==> config.mk <==
export PLATFORM = sky130hd
export DESIGN_NAME = othello_dir_scanner
export DESIGN_NICKNAME = d
export VERILOG_FILES = /design/src/rtl/othello_dir_scanner.sv
export SDC_FILE = /design/constraint.sdc
export NUM_CORES = 1
export LEC_CHECK = 0
export BUFFER_PORTS_ARGS = -buffer_cell sky130_fd_sc_hd__buf_2
export CAP_MARGIN = 20
export CORE_ASPECT_RATIO = 0.7
export CORE_MARGIN = 1
export CORE_UTILIZATION = 60
export CTS_CLUSTER_DIAMETER = 120
export DETAILED_ROUTE_END_ITERATION = 10
export GPL_TIMING_DRIVEN = 0
export PLACE_DENSITY = 0.83
export SKIP_CTS_REPAIR_TIMING = 1
export SLEW_MARGIN = 20
export SYNTH_ARGS = -nofsm -noshare
export SYNTH_HDL_FRONTEND = slang
export SYNTH_SLANG_ARGS = --single-unit
==> constraint.sdc <==
create_clock -name clock -period 3.83 [get_ports clock]
set_input_delay 0.1915 -clock clock [delete_from_list [all_inputs] [get_ports clock]]
set_output_delay 0.1915 -clock clock [all_outputs]
set_load 0.01 [all_outputs]
==> src/rtl/othello_dir_scanner.sv <==
// Othello direction scanner: walks the board RAM from a move origin along one step direction,
// validates the flanked opponent run and optionally overwrites it with the mover's colour.
module othello_dir_scanner #(
  parameter int ADDR_W      = 7,
  parameter int BOARD_CELLS = 100,
  parameter int MAX_RUN     = 7
) (
  input  logic              clock,
  input  logic              reset,
  input  logic              ld_i,
  input  logic [ADDR_W-1:0] origin_i,
  input  logic [4:0]        step_i,
  input  logic [1:0]        player_i,
  input  logic              flip_i,
  input  logic              start_i,
  output logic [ADDR_W-1:0] mem_addr_o,
  input  logic [1:0]        mem_rdata_i,
  output logic              mem_we_o,
  output logic [1:0]        mem_wdata_o,
  output logic              busy_o,
  output logic              s_done_o,
  output logic              dir_status_o,
  output logic [2:0]        flip_count_o
);

  typedef enum logic [2:0] {IDLE, RD, EV, FL, DONE} state_t;

  localparam logic signed [ADDR_W:0] CELLS_S = (ADDR_W + 1)'(BOARD_CELLS);
  localparam logic [2:0]             RUN_MAX = 3'(MAX_RUN);

  state_t                   state, state_next;
  logic [ADDR_W-1:0]        origin_q, origin_next;
  logic [4:0]               step_q, step_next;
  logic [1:0]               player_q, player_next;
  logic                     flip_q, flip_next;
  logic signed [ADDR_W:0]   cur, cur_next;
  logic [2:0]               count, count_next;
  logic [2:0]               left, left_next;
  logic                     status_next;
  logic [2:0]               fcount_next;

  logic signed [ADDR_W:0]   step_ext, first_cell, ld_first_cell;
  logic                     oob;
  logic [1:0]               opponent;

  assign step_ext      = {{(ADDR_W - 4){step_q[4]}}, step_q};
  assign first_cell    = $signed({1'b0, origin_q}) + step_ext;
  assign ld_first_cell = $signed({1'b0, origin_i}) + $signed({{(ADDR_W - 4){step_i[4]}}, step_i});
  // Negative or past-the-end addresses are treated as border; no wrap-around.
  assign oob           = cur[ADDR_W] || (cur >= CELLS_S);
  assign opponent      = ~player_q;

  assign busy_o      = (state != IDLE);
  assign s_done_o    = (state == DONE);
  assign mem_wdata_o = player_q;

  always_ff @(posedge clock) begin
    if (!reset) begin
      state        <= IDLE;
      origin_q     <= '0;
      step_q       <= '0;
      player_q     <= '0;
      flip_q       <= 1'b0;
      cur          <= '0;
      count        <= '0;
      left         <= '0;
      dir_status_o <= 1'b0;
      flip_count_o <= '0;
    end else begin
      state        <= state_next;
      origin_q     <= origin_next;
      step_q       <= step_next;
      player_q     <= player_next;
      flip_q       <= flip_next;
      cur          <= cur_next;
      count        <= count_next;
      left         <= left_next;
      dir_status_o <= status_next;
      flip_count_o <= fcount_next;
    end
  end

  always_comb begin
    state_next  = state;
    origin_next = origin_q;
    step_next   = step_q;
    player_next = player_q;
    flip_next   = flip_q;
    cur_next    = cur;
    count_next  = count;
    left_next   = left;
    status_next = dir_status_o;
    fcount_next = flip_count_o;
    mem_addr_o  = '0;
    mem_we_o    = 1'b0;

    case (state)
      IDLE: begin
        if (ld_i) begin
          origin_next = origin_i;
          step_next   = step_i;
          player_next = player_i;
          flip_next   = flip_i;
        end
        if (start_i) begin
          // A same-cycle load must steer the very first address.
          cur_next    = ld_i ? ld_first_cell : first_cell;
          count_next  = '0;
          status_next = 1'b0;
          fcount_next = '0;
          state_next  = RD;
        end
      end

      RD: begin
        if (!oob) mem_addr_o = cur[ADDR_W-1:0];
        state_next = EV;
      end

      EV: begin
        if (!oob && mem_rdata_i == opponent) begin
          if (count == RUN_MAX) begin
            state_next = DONE;
          end else begin
            count_next = count + 3'd1;
            cur_next   = cur + step_ext;
            state_next = RD;
          end
        end else if (!oob && mem_rdata_i == player_q && count != 3'd0) begin
          if (flip_q) begin
            cur_next   = first_cell;
            left_next  = count;
            state_next = FL;
          end else begin
            status_next = 1'b1;
            fcount_next = count;
            state_next  = DONE;
          end
        end else begin
          state_next = DONE;
        end
      end

      FL: begin
        mem_we_o   = 1'b1;
        mem_addr_o = cur[ADDR_W-1:0];
        cur_next   = cur + step_ext;
        left_next  = left - 3'd1;
        if (left == 3'd1) begin
          status_next = 1'b1;
          fcount_next = count;
          state_next  = DONE;
        end
      end

      DONE: state_next = IDLE;

      default: state_next = IDLE;
    endcase
  end

endmodule
==> results of run 1 <==
[critical path: cells and delay by family (launching register included)]
family                   cells  cell delay [ps]
AO/OA/AOI/OAI                5             1040
XOR/XNOR                     1              140
flip-flops                   1              350
adder cells (fa/ha/maj)      2              630
[metal layers]
layer	up-vias	GRT usage, %	share of wire [%]
li1	1265	-	-
met1	1146	46.0	49
met2	124	40.0	40
met3	13	8.22	9.6
met4	0	10.3	1.3
met5	-	0	0
[synth_stat cells, types with 5 or more instances]
| cell type | n |
|---|---|
| nor3_1 | 5 |
| a31oi_1 | 7 |
| and2_1 | 10 |
| a21oi_1 | 21 |
| a211oi_1 | 6 |
| a21boi_0 | 15 |
| xor2_1 | 5 |
| xnor2_1 | 8 |
| nor2b_1 | 9 |
| nand2b_1 | 6 |
| nand2_1 | 51 |
| mux2i_1 | 7 |
| dfxtp_1 | 36 |
| o21ai_0 | 17 |
| inv_1 | 15 |
| clkbuf_1 | 8 |
| ha_1 | 26 |
| nor2_1 | 12 |
[sequential cells by signal (all words and copies together) (netlist names)]
name          flops
left              3
state             3
flip_q            1
flip_count_o      3
dir_status_o      1
step_q            5
origin_q          7
cur               8
count             3
mem_wdata_o       2
[cells by family after synthesis]
group / after synthesis / share of synthesized area [%]
AO/OA/AOI/OAI: 102 / 26.0
buffers and inverters: 27 / 4.09
multiplexers: 7 / 2.57
XOR/XNOR: 15 / 5.37
adder cells (fa/ha/maj): 29 / 14.1
flip-flops: 36 / 26.5
AND/OR/NAND/NOR: 114 / 21.3
[worst paths after layout]
| check | start | end | slack [ps] | depth (start not counted) |
|---|---|---|---|---|
| worst max-delay path | step_q[0] | cur[6] | 1590 | 8 |
| worst min-delay path | flip_i | flip_q | 150 | 3 |
| worst max register to register | step_q[0] | cur[6] | 1590 | 8 |
| worst min register to register | flip_count_o[2] | flip_count_o[2] | 460 | 2 |
[power groups by stage]
| stage | Clock [mW] | Sequential [mW] | Combinational, mW |
|---|---|---|---|
| global route | 0.301 | 0.452 | 0.378 |
| floorplan | 0 | 0.443 | 0.249 |
| detailed placement | 0 | 0.455 | 0.330 |
| finish | 0.278 | 0.448 | 0.341 |
| CTS | 0.284 | 0.447 | 0.334 |
| global placement | 0 | 0.454 | 0.323 |
[layout by cell type (no fill, tap or decap), types with 2 or more instances in the layout]
master	count
a21o_1	4
clkinv_2	2
nor2b_1	9
xnor2_2	2
a21boi_0	15
dfxtp_1	36
nor4_1	2
o21ai_1	3
ha_1	26
buf_4	2
o21a_1	4
fa_1	3
o21bai_1	4
nand3b_1	3
a22oi_1	3
a21boi_1	2
buf_2	38
a211oi_1	6
or2_2	2
nor2_1	12
nand2_1	51
xnor2_1	8
xor2_1	5
clkbuf_1	8
a21oi_1	21
mux2i_1	7
o21ai_0	17
and3_2	2
o211ai_1	3
a31oi_1	7
nand2b_1	6
clkbuf_8	5
inv_1	15
and2_1	10
nor3_1	5
[cell type report]
type / count / share of cell area (%)
Buffer: 12 / 1.80
Clock inverter: 3 / 0.613
Timing Repair Buffer: 36 / 5.89
Inverter: 15 / 1.84
Sequential cell: 36 / 23.5
Clock buffer: 5 / 2.25
Tap cell: 55 / 2.25
Multi-Input combinational cell: 267 / 61.8
==> reports/qor.csv, run 1 <==
stage,metric,value,unit
synth,synthFlopType,dfxtp_1,
clocking,cts_buffer_depth,2,
synth,synth_nets,380,
power,max-vdd-ir-drop,220,µV
drt,ant_nets,0,
job,maxCapViolCount,0,
finish,syn2layout_area_growth,12.4,%
timing,fin_ws,1590,ps
synth,avgSynthCellArea,8.25,µm²
run_status,outcome,completed,
setup_path,worstPathMaxFanout,3,
finish,drive_above_1_share,16.6,%
setup_path,cpPeakStageDelay,400,ps
placement,place_congestion,0.900,
finish,nNetsFinal,423,
drt,drt_iter0_markers,214,
floorplan,rows,20,
clocking,cts_tree,done,
drt,routedWlPerCell,15.4,µm
finish,finalNonFillerCells,429,
grt,grt_start_max_net_pins,13,
synth,syn_inst,330,
power,pwr-share-clk,26.0,%
synth,syn_area,2720,µm²
setup_path,worst_ep_arrival_time,2450,ps
power,p_sw_share,36.6,%
synth,synth.distinct_cells,58,
clocking,numCtsBuffers,5,
drt,first_pass_iters,5,
power,sequentialPowerShare,42.0,%
timing,holdWs,149,ps
setup_path,crit_path_top_delay_cell,fa_1,
grt,antenna_found_initial,0,
power,p_per_area,348,nW/µm²
drt,drc,0,
grt,grt.total_usage,30.1,%
timing,timing.final.hold_violations,0,
synth,yosysWarnings,0,
power,combinationalPowerShare,32.0,%
drt,vias_per_cell,5.94,
finish,antenna-diode-count,0,
floorplan,die_w,82.5,µm
clocking,clkSinkCount,36,
finish,final_util,70.3,%
floorplan,die_h,58.4,µm
synth,synth_area_leaders,"dfxtp_1 (26%), ha_1 (12%), nand2_1 (7.0%), a21boi_0 (4.1%), a21oi_1 (3.9%)",
placement,hpwlAfterDp,4.99,mm
timing,finalSetupViolCount,0,
grt,globalRoute.totalOverflow,0,
floorplan,die_area,4820,µm²
drt,vias,2548,
timing,setup_tns,0,ps
hold_path,worstHoldPathType,in -> reg,
grt,grt_pass1_wl,10.6,mm
setup_path,end_kind,flop,
timing,worst_pin_slew,512,ps
synth,yosys.area.top_type,dfxtp_1,
clocking,root_buffer,clkbuf_8,
finish,fin_area,3060,µm²
synth,synth_edf_count,0,
synth,synth_seq_cells,36,
timing,rsz0062_at_grt,false,
floorplan,ios,37,
timing,fin_skew,9.81,ps
synth,synth_top_area_share,26.5,%
timing,slew_viol_final,0,
power,p_switching,390,µW
finish,multi_input_area,1890,µm²
setup_path,crit_chain,"ha_1, fa_1, a21o_1, a311o_1, a21oi_1, xnor2_1, a22oi_1, a31oi_1",
placement,pre_cts_ws,1640,ps
finish,n_fill_cell,377,
placement,portBuffers,36,
finish,seq_area,721,µm²
setup_path,crit_required,4040,ps
power,p_leak,1.39,nW
timing,period_needed,2240,ps
timing,min_period_over_period,58.5,%
setup_path,startpoint_type,flop,
power,power,1.07,mW
grt,first_global_vias,2214,
synth,yosysSeqAreaShare,26.5,%
timing,relSlewSlack,65.0,%
placement,place_area,2970,µm²
timing,clock.fmax,446,MHz
floorplan,core,4350,µm²
floorplan,start_util,62.6,%
synth,async_flop_share,0,%
clocking,cts-htree-levels,2,
clocking,clock_latency,300,ps
drt,drt-total-wl,6.62,mm
clocking,clkTransAtPathRegs,80,ps
power,cellInternalPower,676,µW
placement,dpl.cell_count,421,
setup_path,crit_type,reg -> reg,
No activity file was read; power rests on OpenSTA's default activity.
==> run 2: changes to the inputs <==
- CORE_UTILIZATION: 60 -> 52
- PLACE_DENSITY: 0.83 -> 0.76
- clock period: 3.83 -> 1.89 ns (I/O delays scaled with it)
==> reports/qor.csv, run 2 (same netlist as run 1, synthesis figures left out) <==
stage,metric,value,unit,change
setup_path,worst_ep_arrival_time,2200,ps,-250 ps
timing,relSlewSlack,62.5,%,-2.5 points
drt,drc,0,,unchanged
timing,clock.fmax,498,MHz,+11%
power,power,2.46,mW,+130%
timing,rsz0062_at_grt,true,,
clocking,clock_latency,300,ps,about the same
setup_path,cp_common_cell,buf_4,,
power,max-vdd-ir-drop,391,µV,+77%
grt,globalRoute.totalOverflow,0,,unchanged
power,p_per_area,728,nW/µm²,+110%
finish,drive_above_1_share,27.0,%,+10 points
finish,layout_common_cells,"nand2_1 (50), buf_2 (35), dfxtp_1 (26)",,
drt,ant_nets,0,,unchanged
drt,vias,2610,,+2.4%
timing,period_needed,2010,ps,-231 ps
timing,finalSetupViolCount,8,,+8
run_status,outcome,"finished, violations left",,
setup_path,startpoint_type,flop,,
drt,routedWlPerCell,16.4,µm,+6.6%
grt,grt.total_usage,26.7,%,-3.4 points
finish,final_common_cell,nand2_1,,
run_status,violations,setup timing,,
grt,first_global_vias,2228,,+0.63%
floorplan,die_h,62.6,µm,+7.2%
placement,portBuffers,36,,unchanged
setup_path,end_kind,flop,,
placement,hpwlAfterDp,5.01,mm,+0.28%
job,maxCapViolCount,0,,unchanged
clocking,cts_buffer_depth,2,,unchanged
power,pwr-share-clk,28.6,%,+2.6 points
power,p_leak,1.47,nW,+6.1%
floorplan,rows,21,,+5.0%
timing,worst_pin_slew,561,ps,+49.0 ps
grt,grt_start_max_net_pins,13,,unchanged
floorplan,core,4910,µm²,+13%
power,p_switching,868,µW,+120%
floorplan,ios,37,,unchanged
setup_path,rrSetupSlack,-120,ps,-1710 ps
timing,fin_skew,7.57,ps,-2.25 ps
finish,final_util,68.7,%,-1.6 points
finish,regMostFlops,cur,,
setup_path,worstPathMaxFanout,10,,+7
clocking,cts-htree-levels,2,,unchanged
placement,place_congestion,0.874,,-2.8%
timing,fin_ws,-119,ps,-1710 ps
finish,reg_top3,"cur x8, origin_q x7, step_q x5",,
power,sequentialPowerShare,37.5,%,-4.5 points
floorplan,die_w,88.5,µm,+7.2%
drt,vias_per_cell,5.79,,-2.6%
clocking,cts_tree,done,,
setup_path,cpPeakStageDelay,430,ps,+30 ps
power,combinationalPowerShare,33.9,%,+1.9 points
finish,n_fill_cell,400,,+6.1%
timing,min_period_over_period,106,%,+48 points
drt,drt-total-wl,7.42,mm,+12%
finish,syn2layout_area_growth,24.0,%,
finish,fin_area,3380,µm²,+10%
drt,drt_iter0_markers,208,,-2.8%
timing,slew_viol_final,0,,unchanged
setup_path,crit_chain,"buf_4, nor2b_1, clkbuf_2, o21a_1, buf_4, nor2_4, a221oi_2, a21oi_1",,
placement,place_area,3000,µm²,+0.88%
floorplan,die_area,5540,µm²,+15%
finish,nNetsFinal,431,,+1.9%
power,p_sw_share,35.3,%,-1.3 points
drt,first_pass_iters,5,,unchanged
finish,largest_reg_flops,8,,unchanged
floorplan,start_util,55.4,%,-7.1 points
setup_path,crit_path_top_delay_cell,dfxtp_1,,
timing,timing.final.hold_violations,0,,unchanged
clocking,numCtsBuffers,5,,unchanged
clocking,clkTransAtPathRegs,80,ps,about the same
grt,grt_pass1_wl,11.2,mm,+5.9%
clocking,root_buffer,clkbuf_8,,
finish,antenna-diode-count,0,,unchanged
grt,antenna_found_initial,0,,unchanged
hold_path,worstHoldPathType,in -> reg,,
setup_path,crit_required,2080,ps,-1960 ps
setup_path,crit_type,reg -> reg,,
power,cellInternalPower,1.59,mW,+140%
clocking,clkSinkCount,36,,unchanged
-- run 2: final timing paths --
path | startpoint | cells after the start | end
hold reg to reg | flip_count_o[2] | 2 | flip_count_o[2]
setup reg to reg | state[1] | 8 | cur[2]
hold / removal | player_i[0] | 3 | mem_wdata_o[0]
setup / recovery | state[1] | 8 | cur[2]
-- run 2: area by class of cell --
| cell class | instances | area, µm² | share of cell area [%] |
|---|---|---|---|
| Tap cell | 69 | 86.3 | 2.56 |
| Multi-Input combinational cell | 267 | 2040 | 60.5 |
| Clock buffer | 5 | 68.8 | 2.04 |
| Clock inverter | 3 | 42.5 | 1.26 |
| Buffer | 10 | 55.1 | 1.63 |
| Sequential cell | 36 | 738 | 21.9 |
| Inverter | 15 | 56.3 | 1.67 |
| Timing Repair Buffer | 46 | 285 | 8.45 |
-- run 2: power groups by stage --
stage	Combinational (mW)	Sequential, mW	Clock [mW]
final	0.834	0.922	0.704
after global routing	0.908	0.931	0.745
after CTS	0.685	0.905	0.709
after detailed placement	0.674	0.922	0
after global placement	0.664	0.921	0
after floorplan	0.505	0.898	0
-- run 2: stage by stage --
step	hold WS [ps]	setup TNS, ps	setup WS [ps]	cells
after global routing	52.2	-2150	-206	451
final	49.7	-651	-119	451
after CTS	47.4	-3230	-225	443
after floorplan	215	-28.4	-28.4	330
after detailed placement	366	-1230	-248	435
after global placement	350	-1150	-218	435
-- run 2: routing by layer --
| layer | share of wire [%] | up-vias | GRT usage [%] |
|---|---|---|---|
| met1 | 50 | 1206 | 44.0 |
| li1 | - | 1286 | - |
| met5 | 0 | - | 0 |
| met2 | 41 | 110 | 34.3 |
| met4 | 1.0 | 0 | 7.46 |
| met3 | 7.8 | 8 | 4.36 |
-- run 2: worst max-delay path, delay by kind of cell, from the launching register on --
kind | cells | cell delay (ps)
DFF | 1 | 430
and+or+nand+nor | 2 | 240
AOI/OAI and AO/OA | 3 | 570
buffers and inverters | 3 | 650
==> run 3: changes to the inputs <==
==> constraint.sdc (replaced) <==
create_clock -name clock -period 1.89 [get_ports clock]
set_input_delay 0.189 -clock clock [delete_from_list [all_inputs] [get_ports clock]]
set_output_delay 0.189 -clock clock [all_outputs]
set_load 0.01 [all_outputs]
==> reports/qor.csv, run 3 (same netlist as run 1, synthesis figures left out) <==
stage,metric,value,unit,change
run_status,outcome,"finished, violations left",,
run_status,violations,setup timing,,
clocking,root_buffer,clkbuf_8,,
drt,drc,0,,unchanged
drt,drt_iter0_markers,291,,+40%
placement,dpl.cell_count,435,,unchanged
floorplan,die_h,62.6,µm,unchanged
finish,finalNonFillerCells,452,,+0.22%
finish,final_util,69.0,%,+0.23 points
finish,final_common_cell,nand2_1,,
power,p_sw_share,35.8,%,+0.51 points
power,sequentialPowerShare,37.3,%,-0.2 points
floorplan,core,4910,µm²,unchanged
timing,clock.fmax,491,MHz,-1.3%
power,max-vdd-ir-drop,393,µV,+0.52%
grt,antenna_found_initial,0,,unchanged
hold_path,worstHoldPathType,in -> reg,,
setup_path,startpoint_type,flop,,
drt,drt-total-wl,7.49,mm,+0.93%
power,p_switching,886,µW,+2.1%
placement,portBuffers,36,,unchanged
power,cellInternalPower,1.59,mW,-0.18%
setup_path,r2r-start,step_q[0],,
setup_path,crit_required,2070,ps,about the same
grt,globalRoute.totalOverflow,0,,unchanged
floorplan,rows,21,,unchanged
setup_path,end_kind,flop,,
floorplan,ios,37,,unchanged
timing,finalSetupViolCount,15,,+7
clocking,cts_buffer_depth,2,,unchanged
finish,syn2layout_area_growth,24.4,%,
grt,grt_pass1_wl,11.2,mm,unchanged
finish,nNetsFinal,432,,+0.23%
finish,antenna-diode-count,0,,unchanged
timing,period_needed,2030,ps,+25.7 ps
timing,fin_ws,-145,ps,-25.7 ps
setup_path,crit_path_start,step_q[0],,
drt,ant_nets,0,,unchanged
hold_path,hold_start,flip_i,,
timing,worst_pin_slew,553,ps,-8.10 ps
floorplan,die_w,88.5,µm,unchanged
clocking,clkSinkCount,36,,unchanged
timing,rsz0062_at_grt,true,,
floorplan,start_util,55.4,%,unchanged
finish,regMostFlops,cur,,
clocking,clkTransAtPathRegs,80,ps,about the same
placement,hpwlAfterDp,5.01,mm,unchanged
clocking,cts-htree-levels,2,,unchanged
job,maxCapViolCount,0,,unchanged
drt,vias,2650,,+1.5%
clocking,cts_tree,done,,
finish,largest_reg_flops,8,,unchanged
floorplan,die_area,5540,µm²,unchanged
grt,first_global_vias,2228,,unchanged
timing,slew_viol_final,0,,unchanged
placement,pre_cts_ws,-342,ps,-94.5 ps
setup_path,worst_ep_arrival_time,2210,ps,about the same
timing,fin_skew,5.69,ps,-1.88 ps
timing,min_period_over_period,108,%,+1.4 points
drt,vias_per_cell,5.86,,+1.3%
power,p_leak,1.48,nW,+0.32%
power,pwr-share-clk,29.0,%,+0.4 points
setup_path,worstPathMaxFanout,3,,-7
power,p_per_area,731,nW/µm²,+0.29%
finish,layout_common_cells,"nand2_1 (50), buf_2 (36), dfxtp_1 (26)",,
finish,reg_top3,"cur x8, origin_q x7, step_q x5",,
timing,setup_tns,-1250,ps,-596 ps
drt,first_pass_iters,5,,unchanged
timing,timing.final.hold_violations,0,,unchanged
grt,grt.total_usage,26.7,%,unchanged
power,combinationalPowerShare,33.7,%,-0.2 points
placement,place_congestion,0.874,,unchanged
grt,grt_start_max_net_pins,13,,unchanged
setup_path,crit_type,reg -> reg,,
drt,routedWlPerCell,16.6,µm,+0.71%
timing,relSlewSlack,63.0,%,+0.54 points
clocking,clock_latency,300,ps,about the same
finish,drive_above_1_share,27.2,%,+0.19 points
clocking,numCtsBuffers,5,,unchanged
[run 3: cell types whose count changed in the layout (fill, tap and decap cells not counted)]
cell      change
o21ai_1       +1
buf_2         +1
o21ai_0       -1
nor4_4        +1
nor4_2        -1
buf_12        -1
buf_6         +2
clkbuf_2      -1
[run 3: final cells by class]
| cell class | instances | area, µm² |
|---|---|---|
| timing repair buffer | 47 | 284 |
| buffer | 10 | 58.8 |
| fill | 398 | 1530 |
| multi-input combinational | 267 | 2050 |
| clock buffer | 5 | 68.8 |
| inverter | 15 | 56.3 |
| clock inverter | 3 | 42.5 |
| sequential | 36 | 738 |
| tap | 69 | 86.3 |
[run 3: power groups by stage]
stage | clock (mW) | sequential [mW] | combinational (mW)
2_1_floorplan | 0 | 0.898 | 0.505
3_3_place_gp | 0 | 0.921 | 0.664
3_5_place_dp | 0 | 0.922 | 0.674
4_1_cts | 0.709 | 0.905 | 0.685
5_1_grt | 0.749 | 0.933 | 0.908
6_report | 0.719 | 0.922 | 0.834
[run 3: worst paths after layout]
path | slack, ps | to | cells past startpoint
setup / recovery | -140 | cur[6] | 8
hold / removal | 150 | flip_q | 3
setup reg to reg | -140 | cur[6] | 8
hold reg to reg | 460 | flip_count_o[2] | 2
[run 3: critical path, stage by stage, from the launching register on]
cell and delay [ps]:
dfxtp_4 370, ha_4 160, fa_2 370, a21o_1 180, a311o_1 280, a21oi_2 160
xnor2_1 80, a22oi_1 180, a31oi_1 130
[run 3: through the flow]
step | instance area [µm²] | power [mW] | hold slack [ps]
4_1_cts | 3110 | 2.30 | 142
3_3_place_gp | 3000 | 1.58 | 441
2_1_floorplan | 2730 | 1.40 | 310
6_report | 3390 | 2.48 | 146
5_1_grt | 3390 | 2.59 | 147
3_5_place_dp | 3000 | 1.60 | 445
[run 3: per-layer routing]
layer | up-vias | wire length [µm] | global-route usage [%]
li1 | 1287 | - | -
met1 | 1199 | 3620 | 44.0
met2 | 148 | 3000 | 34.3
met3 | 16 | 742 | 4.36
met4 | 0 | 127 | 7.46
met5 | - | 0 | 0
